**src/rtl/subb_byte_framer.sv**
```systemverilog
// ---------------------------------------------------------------------------
// subb_byte_framer
//
// Takes the serial bit stream from the single-bit inversion stage, hunts for a
// sync byte, then packs the data bits that follow MSB-first into bytes. The
// sync byte is checked again after every frame of FRAME_LEN data bytes. Data
// bytes leave through a small FIFO with a valid/ready handshake.
//
// Ports:
//   clk          single clock, all logic on posedge
//   rst_n        synchronous active-low reset
//   in_bit1      serial data bit from the upstream stage
//   in_valid     qualifies in_bit1; framer state holds while low
//   out_byte     FIFO head byte (8'h00 while empty)
//   out_valid    FIFO not empty
//   out_ready    consumer accepts out_byte when high with out_valid
//   locked       framer is in the LOCKED state
//   overflow     sticky: a data byte was dropped because the FIFO was full
//   sync_err_cnt saturating count of sync mismatches
// ---------------------------------------------------------------------------
module subb_byte_framer #(
  parameter logic [7:0] SYNC_BYTE  = 8'hA5,
  parameter int         FRAME_LEN  = 4,
  parameter int         FIFO_DEPTH = 4,
  parameter int         CNT_W      = 8
) (
  input  logic             clk,
  input  logic             rst_n,
  input  logic             in_bit1,
  input  logic             in_valid,
  output logic [7:0]       out_byte,
  output logic             out_valid,
  input  logic             out_ready,
  output logic             locked,
  output logic             overflow,
  output logic [CNT_W-1:0] sync_err_cnt
);

  localparam int PTR_W = (FIFO_DEPTH > 1) ? $clog2(FIFO_DEPTH) : 1;

  // Elaboration-time parameter sanity checks.
  if (FRAME_LEN < 1 || FRAME_LEN > 255) begin : g_bad_frame_len
    $error("FRAME_LEN must be in 1..255");
  end
  if (FIFO_DEPTH < 2 || FIFO_DEPTH > 16 || (FIFO_DEPTH & (FIFO_DEPTH - 1)) != 0) begin : g_bad_depth
    $error("FIFO_DEPTH must be a power of two in 2..16");
  end

  typedef enum logic {
    HUNT   = 1'b0,
    LOCKED = 1'b1
  } state_t;

  // -------------------------------------------------------------------------
  // Framer
  // -------------------------------------------------------------------------
  state_t     state;
  logic [7:0] sr;
  logic [2:0] bit_cnt;
  logic [7:0] byte_cnt;

  // Window including the bit being sampled this cycle; this is both the
  // sliding hunt window and, on the 8th bit in LOCKED, the completed byte.
  logic [7:0] window;
  logic       byte_done;
  logic       is_data;
  logic       sync_hit;
  logic       push;

  assign window    = {sr[6:0], in_bit1};
  assign sync_hit  = (window == SYNC_BYTE);
  assign byte_done = in_valid && (state == LOCKED) && (bit_cnt == 3'd7);
  // byte_cnt == FRAME_LEN marks the slot where the sync byte is expected.
  assign is_data   = (byte_cnt < 8'(FRAME_LEN));
  assign push      = byte_done && is_data;

  always_ff @(posedge clk) begin
    if (!rst_n) begin
      state        <= HUNT;
      sr           <= 8'h00;
      bit_cnt      <= 3'd0;
      byte_cnt     <= 8'd0;
      sync_err_cnt <= '0;
    end else if (in_valid) begin
      sr <= window;
      case (state)
        HUNT: begin
          if (sync_hit) begin
            state    <= LOCKED;
            bit_cnt  <= 3'd0;
            byte_cnt <= 8'd0;
          end
        end
        LOCKED: begin
          // 3-bit counter wraps 7 -> 0 on the bit that completes a byte.
          bit_cnt <= bit_cnt + 3'd1;
          if (bit_cnt == 3'd7) begin
            if (is_data) begin
              byte_cnt <= byte_cnt + 8'd1;
            end else if (sync_hit) begin
              byte_cnt <= 8'd0;
            end else begin
              // Lost alignment: the next in_valid bit starts a fresh hunt.
              // The rejected byte was evaluated here, not in HUNT, so it
              // cannot match again on this same bit.
              state    <= HUNT;
              byte_cnt <= 8'd0;
              if (sync_err_cnt != {CNT_W{1'b1}})
                sync_err_cnt <= sync_err_cnt + CNT_W'(1);
            end
          end
        end
        default: state <= HUNT;
      endcase
    end
  end

  assign locked = (state == LOCKED);

  // -------------------------------------------------------------------------
  // Output FIFO
  // -------------------------------------------------------------------------
  logic [7:0]     mem [FIFO_DEPTH];
  logic [PTR_W-1:0] wr_ptr;
  logic [PTR_W-1:0] rd_ptr;
  logic [PTR_W:0]   count;
  logic             full;
  logic             pop;
  logic             do_push;

  assign full      = (count == (PTR_W+1)'(FIFO_DEPTH));
  assign out_valid = (count != '0);
  assign pop       = out_valid && out_ready;
  // A full FIFO still takes a byte when the head leaves in the same cycle.
  assign do_push   = push && (!full || pop);

  // Storage is not reset; out_byte is masked while the FIFO is empty.
  always_ff @(posedge clk) begin
    if (do_push)
      mem[wr_ptr] <= window;
  end

  always_ff @(posedge clk) begin
    if (!rst_n) begin
      wr_ptr   <= '0;
      rd_ptr   <= '0;
      count    <= '0;
      overflow <= 1'b0;
    end else begin
      if (do_push)
        wr_ptr <= wr_ptr + PTR_W'(1);
      if (pop)
        rd_ptr <= rd_ptr + PTR_W'(1);
      case ({do_push, pop})
        2'b10:   count <= count + (PTR_W+1)'(1);
        2'b01:   count <= count - (PTR_W+1)'(1);
        default: count <= count;
      endcase
      if (push && !do_push)
        overflow <= 1'b1;
    end
  end

  assign out_byte = out_valid ? mem[rd_ptr] : 8'h00;

endmodule
```
**config.mk**
```make
export PLATFORM = sky130hd
export DESIGN_NAME = subb_byte_framer
export DESIGN_NICKNAME = d
export VERILOG_FILES = /design/src/rtl/subb_byte_framer.sv
export SDC_FILE = /design/constraint.sdc
export NUM_CORES = 1
export LEC_CHECK = 0
export ABC_AREA = 0
export CAP_MARGIN = 20
export CORE_AREA = 2 2 71 80
export DETAILED_ROUTE_END_ITERATION = 8
export DIE_AREA = 0 0 73 82
export GPL_TIMING_DRIVEN = 0
export PLACE_DENSITY = 0.87
export SETUP_SLACK_MARGIN = 0.02
export SKIP_LAST_GASP = 1
export SLEW_MARGIN = 20
export SYNTH_ARGS = -nofsm -noshare
export SYNTH_HDL_FRONTEND = slang
export SYNTH_SLANG_ARGS = --single-unit
export TNS_END_PERCENT = 10
```
**constraint.sdc**
```tcl
create_clock -name clk -period 4 [get_ports clk]
set_input_delay 0.4 -clock clk [delete_from_list [all_inputs] [get_ports clk]]
set_output_delay 0.4 -clock clk [all_outputs]
set_load 0.03 [all_outputs]
```
=== After elaboration in Yosys (flattened, before gate mapping) ===
Memories as Yosys holds them, arrays and structs flattened. A register that Yosys moved wholly into a read port is not among the register bits.
Cells that the tools add are included.

* Register bits after elaboration: 35
* Latch bits: 0
* Memory bits (writable): 32
* ROM bits: 0
* Input bits: 5
* Output and inout port bits: 19
* Logic and storage cells: 59
* Memories kept: 1

* Add/subtract/negate cells: 7
* Multiply operators: 0
* Divide/modulo/power cells: 0
* Magnitude comparators: 1
* Eq/ne operators: 8
* Shift-type cells: 0
* Muxes and demuxes: 16
* Bitwise gates (word level): 3
* Reductions and logical operators: 14

{| class="wikitable"
|+ Memories
! name !! depth !! width !! rd ports !! clocked after Yosys merged registers in !! wr ports !! line !! text
|-
| mem || 4 || 8 || 1 || 1 || 1 || 123 || <nowiki>logic [7:0] mem [FIFO_DEPTH];</nowiki>
|}

{| class="wikitable"
|+ Operators by type and width
! cell !! count
|-
| $mux W8 || 4
|-
| $add A8 B1 Y8 const B || 2
|-
| $pmux W8 S2 || 1
|-
| $pmux W3 S2 || 2
|-
| $eq A8 B8 Y1 const B || 1
|-
| $lt A8 B3 Y1 const B || 1
|-
| $ne A8 B8 Y1 const B || 1
|-
| $add A3 B1 Y3 const B || 2
|-
| $eq A3 B3 Y1 const B || 2
|-
| $logic_and A1 B1 Y1 || 6
|-
| $reduce_and A6 Y1 || 1
|-
| $mux W1 || 5
|-
| $add A2 B1 Y2 const B || 2
|-
| $mux W2 || 2
|-
| $mux W3 || 1
|-
| $not A1 Y1 || 3
|-
| $reduce_and A3 Y1 || 1
|-
| $reduce_bool A3 Y1 || 1
|-
| $sub A3 B1 Y3 const B || 1
|-
| $eq A2 B1 Y1 const B || 1
|-
| $eq A2 B2 Y1 const B || 1
|-
| $logic_not A1 Y1 || 2
|-
| $ne A2 B1 Y1 const B || 1
|-
| $ne A2 B2 Y1 const B || 1
|-
| 4 further kinds || 4
|}

=== Logic depth before layout (Yosys ltp) ===
Gate-level depths: netlist of run 1.

* Word-level depth: 6
* Mapped depth: 12
* Depth with buffers taken out: 10

=== Least setup slack after synthesis of run 1 ===
OpenSTA, ideal clock, no wires.

* Kind: reg2reg
* Start point: register bit_cnt[0]
* End point: register count[2]
* Library setup time: 59 ps
* Data arrival time: 2329 ps
* Required time: 3941 ps
* Slack: 1611 ps
* Cell stages (with the launch flop): 13
* Path buffers: 2
* Period minus slack after synthesis: 2389 ps
* Path through: dfxtp_1 ha_1 ha_1 and3_1 buf_6 and3_4 buf_6 nor2_1 fa_1 nand2b_1 or3_1 a21oi_1 o31a_1

* Cells in the longest elaborated chain, start to end: 6
* Elaborated cells between the ends (all ways): 8
* Classes of those cells: eq/ne (3); mux (1); reduce/logical (4)

{| class="wikitable"
|+ RTL lines
! what !! line !! text
|-
| from (decl) || 59 || <nowiki>logic [2:0] bit_cnt;</nowiki>
|-
| from (signal assigned) || 96 || <nowiki>bit_cnt <= bit_cnt + 3'd1;</nowiki>
|-
| $eq A3 B3 Y1 * || 72 || <nowiki>assign byte_done = in_valid && (state == LOCKED) && (bit_cnt == 3'd7);</nowiki>
|-
| $logic_and A1 B1 Y1 * || 72 ||
|-
| $logic_and A1 B1 Y1 * || 75 || <nowiki>assign push = byte_done && is_data;</nowiki>
|-
| $logic_and A1 B1 Y1 * || 135 || <nowiki>assign do_push = push && (!full || pop);</nowiki>
|-
| $eq A2 B1 Y1 / $eq A2 B2 Y1 (equally long branches) || 154 || <nowiki>case ({do_push, pop})</nowiki>
|-
| $pmux W3 S2 / $reduce_bool A2 Y1 (equally long branches) || -- ||
|-
| to (signal assigned) || 155 || <nowiki>2'b10: count <= count + (PTR_W+1)'(1);</nowiki>
|-
| to (signal assigned) || 156 || <nowiki>2'b01: count <= count - (PTR_W+1)'(1);</nowiki>
|-
| to (signal assigned) || 157 || <nowiki>default: count <= count;</nowiki>
|-
| to (decl) || 126 || <nowiki>logic [PTR_W:0] count;</nowiki>
|}

Mark *: on every way between the ends. The rest lies on a longest branch, timed or not.
A chain may end at the register's enable or synchronous reset.

==> results.toml, run 1 <==
[timing]
finalMaxSlewViolations = 0
whs_ns = 0.447
finalHoldViolCount = 0
rsz0062_at_grt = "no"
fin_skew_ns = 0.00733
period_needed_ns = 2.63
tightest_slew_ns = 0.637
layout_setup_ws_ns = 1.37
setup_violations = 0
finalSetupTns_ns = 0
fin_crit_sh_pct = 65.8
max_freq_ghz = 0.380
max_slew_margin_pct = 57.5

[floorplanning]
initial_core_util_pct = 57.0
die-area_sq_um = 5990
rows = 28
fp.dieH_microns = 82
core_area_sq_um = 5220
io_pins = 24
fp.dieW_microns = 73

[clocking]
clock_path_buffers = 2
ctsResizeCount = 0
tritoncts = "yes"
clkTransAtPathRegs_ns = 0.07
cts_setup_buffers = 0
numClockSinks = 69
htree_levels = 3
numCtsBuffers = 9
hold_buffers = 0
worstSkewPairLatency_ns = 0.34
cts_root_buffer = "clkbuf_8"

[finish]
drive_gt1_share_pct = 11.6
final_nets = 285
regArea_sq_um = 1700
antenna_cells = 0
final_cell_mix = "dfxtp_1 (37), edfxtp_1 (32), clkdlybuf4s50_1 (22)"
multiInputGateArea_sq_um = 1200
layout.cells.most_common = "dfxtp_1"
area_growth_pct = 17.1
fillers = 398

[synth]
yosysSeqAreaShare_pct = 57.2
syn_inst = 238
synth_compound_area_share_pct = 6.39
synth_cell_types = 42
async_flop_share_pct = 0
synth_top_family_by_area = "simple AND/OR/NAND/NOR gates"
synth-simple-area-share_pct = 17.6
synth_top_area_share_pct = 32.3
synth_warnings = 0
synth_mux_area_share_pct = 9.92
avgSynthCellArea_sq_um = 12.5
synth-xor-area-share_pct = 2.35
syn_nets = 252
synth_ff_type = "dfxtp_1"
synth_fa_ha_area_share_pct = 4.04
synth_edf_count = 32
synth_top_area_cell = "edfxtp_1"
synth_area_leaders = "edfxtp_1 (32%), dfxtp_1 (25%), mux4_2 (6.1%)"
synth_area_sq_um = 2980
ys_seq_elements = 69

[setup_path]
path_class = "flop to primary output"
path_cells = "buf_2 > mux4_2 > and2_1 > clkdlybuf4s50_1"
reg2reg_depth = 12
path_delay_family = "buffers and inverters"
slowest_delay_ns = 0.58
cp_data_required_time_ns = 3.60
reg2reg_to = "count[2]"
crit_path_start_kind = "flop"
worstSetupEndpointType = "primary output"
path_depth = 4
crit_arrival_ns = 2.23
r2r_setup_slack_ns = 1.38
r2r-start = "bit_cnt[0]"
slowest_stage = "clkdlybuf4s50_1"
critPathBufInv = 2
critPathMaxFanout = 8

[min_path]
hp-start = "in_valid"
min_path_cells = 4
hold_end = "locked"
worstHoldPathType = "input port to flop"

[power]
pwr-share-seq_pct = 52.7
p_int_w = 0.00111
pwr-share-comb_pct = 4.4
clockPowerShare_pct = 43.0
p_per_area_nw_per_um2 = 403
switchingPower_w = 0.000290
ir_drop_v = 0.000252
p_sw_share_pct = 20.7
leakagePower_nw = 1.22

[route]
drc_errors = 0
routed_via_density = 5.46
ant_nets = 0
maxUsedRoutingLayer = "met4"
m1WireLength_mm = 2.28
drt_wl_total_mm = 5.09
vias = 1835
drt-pass1-iter-count = 4
route.met3.wl_microns = 174
drt_iter0_drc = 95
met2_wirelength_mm = 2.56
wl_per_cell_microns = 15.1

[placed_design]
io_buffers = 22
dp_hpwl_mm = 3.54
dp_slack_ns = 1.38
gp_congestion = 0.783

[run]
cap_violations = 0

[global_route]
grt_pass1_vias = 1814
grtUsageTotal_pct = 19.0
antenna_found_initial = 0
grt_max_degree = 13
grt_pass1_wl_mm = 8.40
overflow = 0

[status]
status = "complete, no violations"
## routing by layer
| layer | up-vias | track usage [%] |
|---|---|---|
| met1 | 864 | 22.4 |
| met5 | - | 0 |
| li1 | 932 | - |
| met2 | 32 | 31.7 |
| met3 | 7 | 3.31 |
| met4 | 0 | 12.2 |
## final cells by class
class / count / area share, %
timing repair buffer: 22 / 6.32
clock inverter: 6 / 2.51
buffer: 10 / 1.76
inverter: 4 / 0.431
clock buffer: 10 / 3.66
sequential: 69 / 48.8
multi-input combinational: 155 / 34.4
tap: 60 / 2.15
## registers in the layout, indices dropped and copies added (netlist names), named ones only
register,count
bit_cnt,3
byte_cnt,8
count,3
locked,1
mem,32
overflow,1
rd_ptr,2
sr,7
sync_err_cnt,8
wr_ptr,2
## cell families after synthesis
family	after synthesis
and+or+nand+nor	91
adders and majority gates	9
buffers and inverters	14
DFF	69
xor gates and xnor gates	8
muxes	19
AOI/OAI and AO/OA	28
## synthesized netlist by cell type, drive strengths merged (8+ instances only)
| master | count |
|---|---|
| dfxtp | 37 |
| edfxtp | 32 |
| and2 | 21 |
| nand2 | 17 |
| nor2b | 14 |
| a21oi | 10 |
| mux2i | 10 |
| nand3 | 9 |
| nor2 | 9 |
| ha | 8 |
| mux4 | 8 |
| xnor2 | 8 |
## worst register-to-register path, cell delays in order (launching register included)
cell,delay (ns)
dfxtp_1,0.36
ha_1,0.16
ha_1,0.21
and3_1,0.19
buf_6,0.12
and3_4,0.18
buf_6,0.12
nor2_1,0.06
fa_1,0.39
nand2b_1,0.17
or3_1,0.30
a21oi_1,0.17
o31a_1,0.14
## power by group through the flow
stage	clock network, W	logic (W)	registers (W)
CTS	0.000619	0.0000618	0.000740
finish	0.000604	0.0000612	0.000740
global route	0.000642	0.0000662	0.000740
detailed placement	0	0.0000614	0.000756
floorplan	0	0.0000406	0.000755
global placement	0	0.0000604	0.000755
## metrics by stage
step | cell area, sq um | power [W] | util (%) | cells
2_1_floorplan | 2980 | 0.000795 | - | 238
3_5_place_dp | 3270 | 0.000817 | 62.7 | 320
5_1_grt | 3490 | 0.00145 | 66.8 | 336
4_1_cts | 3490 | 0.00142 | 66.8 | 336
6_report | 3490 | 0.00140 | 66.8 | 336
3_3_place_gp | 3270 | 0.000816 | 62.7 | 320
## worst max path at each step
| stage | from | to | slack [ns] |
|---|---|---|---|
| floorplan | bit_cnt[0] | count[2] | 1.61 |
| global placement | bit_cnt[0] | count[2] | 1.48 |
| detailed placement | bit_cnt[0] | count[2] | 1.38 |
| CTS | flop | out_byte[4] | 1.33 |
| global route | bit_cnt[0] | count[2] | 1.22 |
| finish | flop | out_byte[4] | 1.37 |
Note: power is estimated with default switching activity, not from simulation.
==> inputs of run 2 (changes only) <==
--- a/config.mk
+++ b/config.mk
@@ -7,11 +7,11 @@
 export LEC_CHECK = 0
 export ABC_AREA = 0
 export CAP_MARGIN = 20
-export CORE_AREA = 2 2 71 80
+export CORE_AREA = 2 2 76 85
 export DETAILED_ROUTE_END_ITERATION = 8
-export DIE_AREA = 0 0 73 82
+export DIE_AREA = 0 0 78 87
 export GPL_TIMING_DRIVEN = 0
-export PLACE_DENSITY = 0.87
+export PLACE_DENSITY = 0.81
 export SETUP_SLACK_MARGIN = 0.02
 export SKIP_LAST_GASP = 1
 export SLEW_MARGIN = 20
==> constraint.sdc (replaced) <==
create_clock -name clk -period 2.2 [get_ports clk]
set_input_delay 0.22 -clock clk [delete_from_list [all_inputs] [get_ports clk]]
set_output_delay 0.22 -clock clk [all_outputs]
set_load 0.03 [all_outputs]
==> results.toml, run 2 (same netlist as run 1, synthesis figures left out) <==
[status]
status = "finished with violations"
violations = "setup timing"

[route]
vias = 1919
drt-pass1-iter-count = 4
wl_per_cell_microns = 14.8
drt_iter0_drc = 69
drc_errors = 0
routed_via_density = 5.39
ant_nets = 0
drt_wl_total_mm = 5.27

[finish]
area_growth_pct = 20.0
drive_gt1_share_pct = 15.6
final_nets = 285
layout.cells.most_common = "dfxtp_1"
fin_cells = 356
top_regs = "mem (32), byte_cnt (8), sync_err_cnt (8)"
largest_reg_flops = 32
largest_register = "mem"
antenna_cells = 0
final_cell_mix = "dfxtp_1 (34), edfxtp_1 (32), and2_1 (21)"

[clocking]
hold_buffers = 0
worstSkewPairLatency_ns = 0.34
clkTransAtPathRegs_ns = 0.07
tritoncts = "yes"
numClockSinks = 69
cts_root_buffer = "clkbuf_8"
numCtsBuffers = 9
htree_levels = 3
clock_path_buffers = 2

[setup_path]
path_cells = "ha_4 > ha_4 > and3_4 > buf_6 > and3_4 > nor2_2 > fa_2 > nand2b_4 > or3_1 > a21oi_1 > o31a_1"
path_depth = 11
crit_arrival_ns = 2.60
slowest_delay_ns = 0.35
worstSetupEndpointType = "flop"
critPathMaxFanout = 6
crit_path_start_kind = "flop"
critPathBufInv = 1
r2r-start = "bit_cnt[0]"
r2r_setup_slack_ns = -0.11
path_delay_family = "simple AND/OR/NAND/NOR gates"
reg2reg_depth = 11
cp_data_required_time_ns = 2.49
reg2reg_to = "count[2]"
path_class = "flop to flop"
slowest_stage = "dfxtp_2"

[min_path]
worstHoldPathType = "input port to flop"
hp-start = "in_valid"
min_path_cells = 5
hold_end = "bit_cnt[0]"

[timing]
max_slew_margin_pct = 56.7
tightest_slew_ns = 0.650
fin_crit_sh_pct = 105
whs_ns = 0.275
setup_violations = 4
layout_setup_ws_ns = -0.112
finalHoldViolCount = 0
finalMaxSlewViolations = 0
period_needed_ns = 2.31
max_freq_ghz = 0.433
rsz0062_at_grt = "yes"
fin_skew_ns = 0.00507

[global_route]
grt_pass1_vias = 1811
antenna_found_initial = 0
grt_max_degree = 14
overflow = 0
grt_pass1_wl_mm = 8.58
grtUsageTotal_pct = 16.6

[floorplanning]
fp.dieW_microns = 78
die-area_sq_um = 6790
core_area_sq_um = 6010
fp.dieH_microns = 87
initial_core_util_pct = 49.6
rows = 30
io_pins = 24

[run]
cap_violations = 0

[placed_design]
dp_hpwl_mm = 3.51
gp_congestion = 0.795
placedCellCount = 340
io_buffers = 22

[power]
p_per_area_nw_per_um2 = 717
ir_drop_v = 0.000380
leakagePower_nw = 1.30
==> run 2: repair_timing <==
| action | CTS | global route |
|---|---|---|
| buffers inserted | 2 | 0 |
| endpoints found under the hold margin | 0 | 0 |
| resized for setup | 3 | 4 |
| setup endpoints to repair | 10 | 43 |
| pin swaps | 3 | 0 |
==> run 2: worst max-delay path by stage <==
stage | startpoint | end | slack (ns)
2_1_floorplan | bit_cnt[1] | count[2] | -0.08
3_3_place_gp | bit_cnt[0] | count[2] | -0.18
3_5_place_dp | bit_cnt[1] | count[2] | -0.21
4_1_cts | flop | out_byte[4] | -0.17
5_1_grt | bit_cnt[0] | count[2] | -0.20
6_report | bit_cnt[0] | count[2] | -0.11
==> run 2: routing by layer <==
metal	GRT usage, %	wire length, microns	vias up
met1	21.0	2270	931
li1	-	-	936
met4	7.66	87	0
met2	26.3	2650	45
met3	5.29	256	7
met5	0	0	-
==> run 2: area by class of cell <==
cell class	count	area, sq um
Buffer	8	50.0
Clock buffer	10	128
Clock inverter	6	88.8
Fill cell	514	2430
Inverter	4	15.0
Multi-Input combinational cell	155	1240
Sequential cell	69	1710
Tap cell	80	100
Timing Repair Buffer	24	244
==> run 2: worst reg2reg max path, delay by kind of cell, from the launching register on <==
family          cells  cell delay (ns)
compound gates      2             0.27
flops               1             0.35
fa+ha+maj           3             0.65
simple gates        5             0.87
buf+inv             1             0.12
==> run 2: power by group <==
part	internal, W	total, W	switching (W)
combinational	0.0000517	0.000112	0.0000605
sequential	0.00134	0.00135	0.00000701
clock	0.000638	0.00110	0.000464
total	0.00203	0.00256	0.000532
==> run 2: through the flow <==
stage	TNS, ns	area [sq um]	util (%)	total power (W)	setup WS [ns]
2_1_floorplan	-0.0825	3020	-	0.00145	-0.0825
6_report	-0.431	3570	59.5	0.00256	-0.112
3_5_place_dp	-0.213	3340	55.7	0.00149	-0.213
4_1_cts	-1.21	3560	59.3	0.00259	-0.168
5_1_grt	-2.32	3570	59.5	0.00264	-0.201
3_3_place_gp	-0.185	3340	55.7	0.00149	-0.185
==> inputs of run 3 (changes only) <==
--- a/config.mk
+++ b/config.mk
@@ -14,7 +14,6 @@
 export PLACE_DENSITY = 0.81
 export SETUP_SLACK_MARGIN = 0.02
 export SKIP_LAST_GASP = 1
-export SLEW_MARGIN = 20
 export SYNTH_ARGS = -nofsm -noshare
 export SYNTH_HDL_FRONTEND = slang
 export SYNTH_SLANG_ARGS = --single-unit
==> results of run 3 <==
Same layout as run 2: the final DEF is identical, and so are final timing and power.
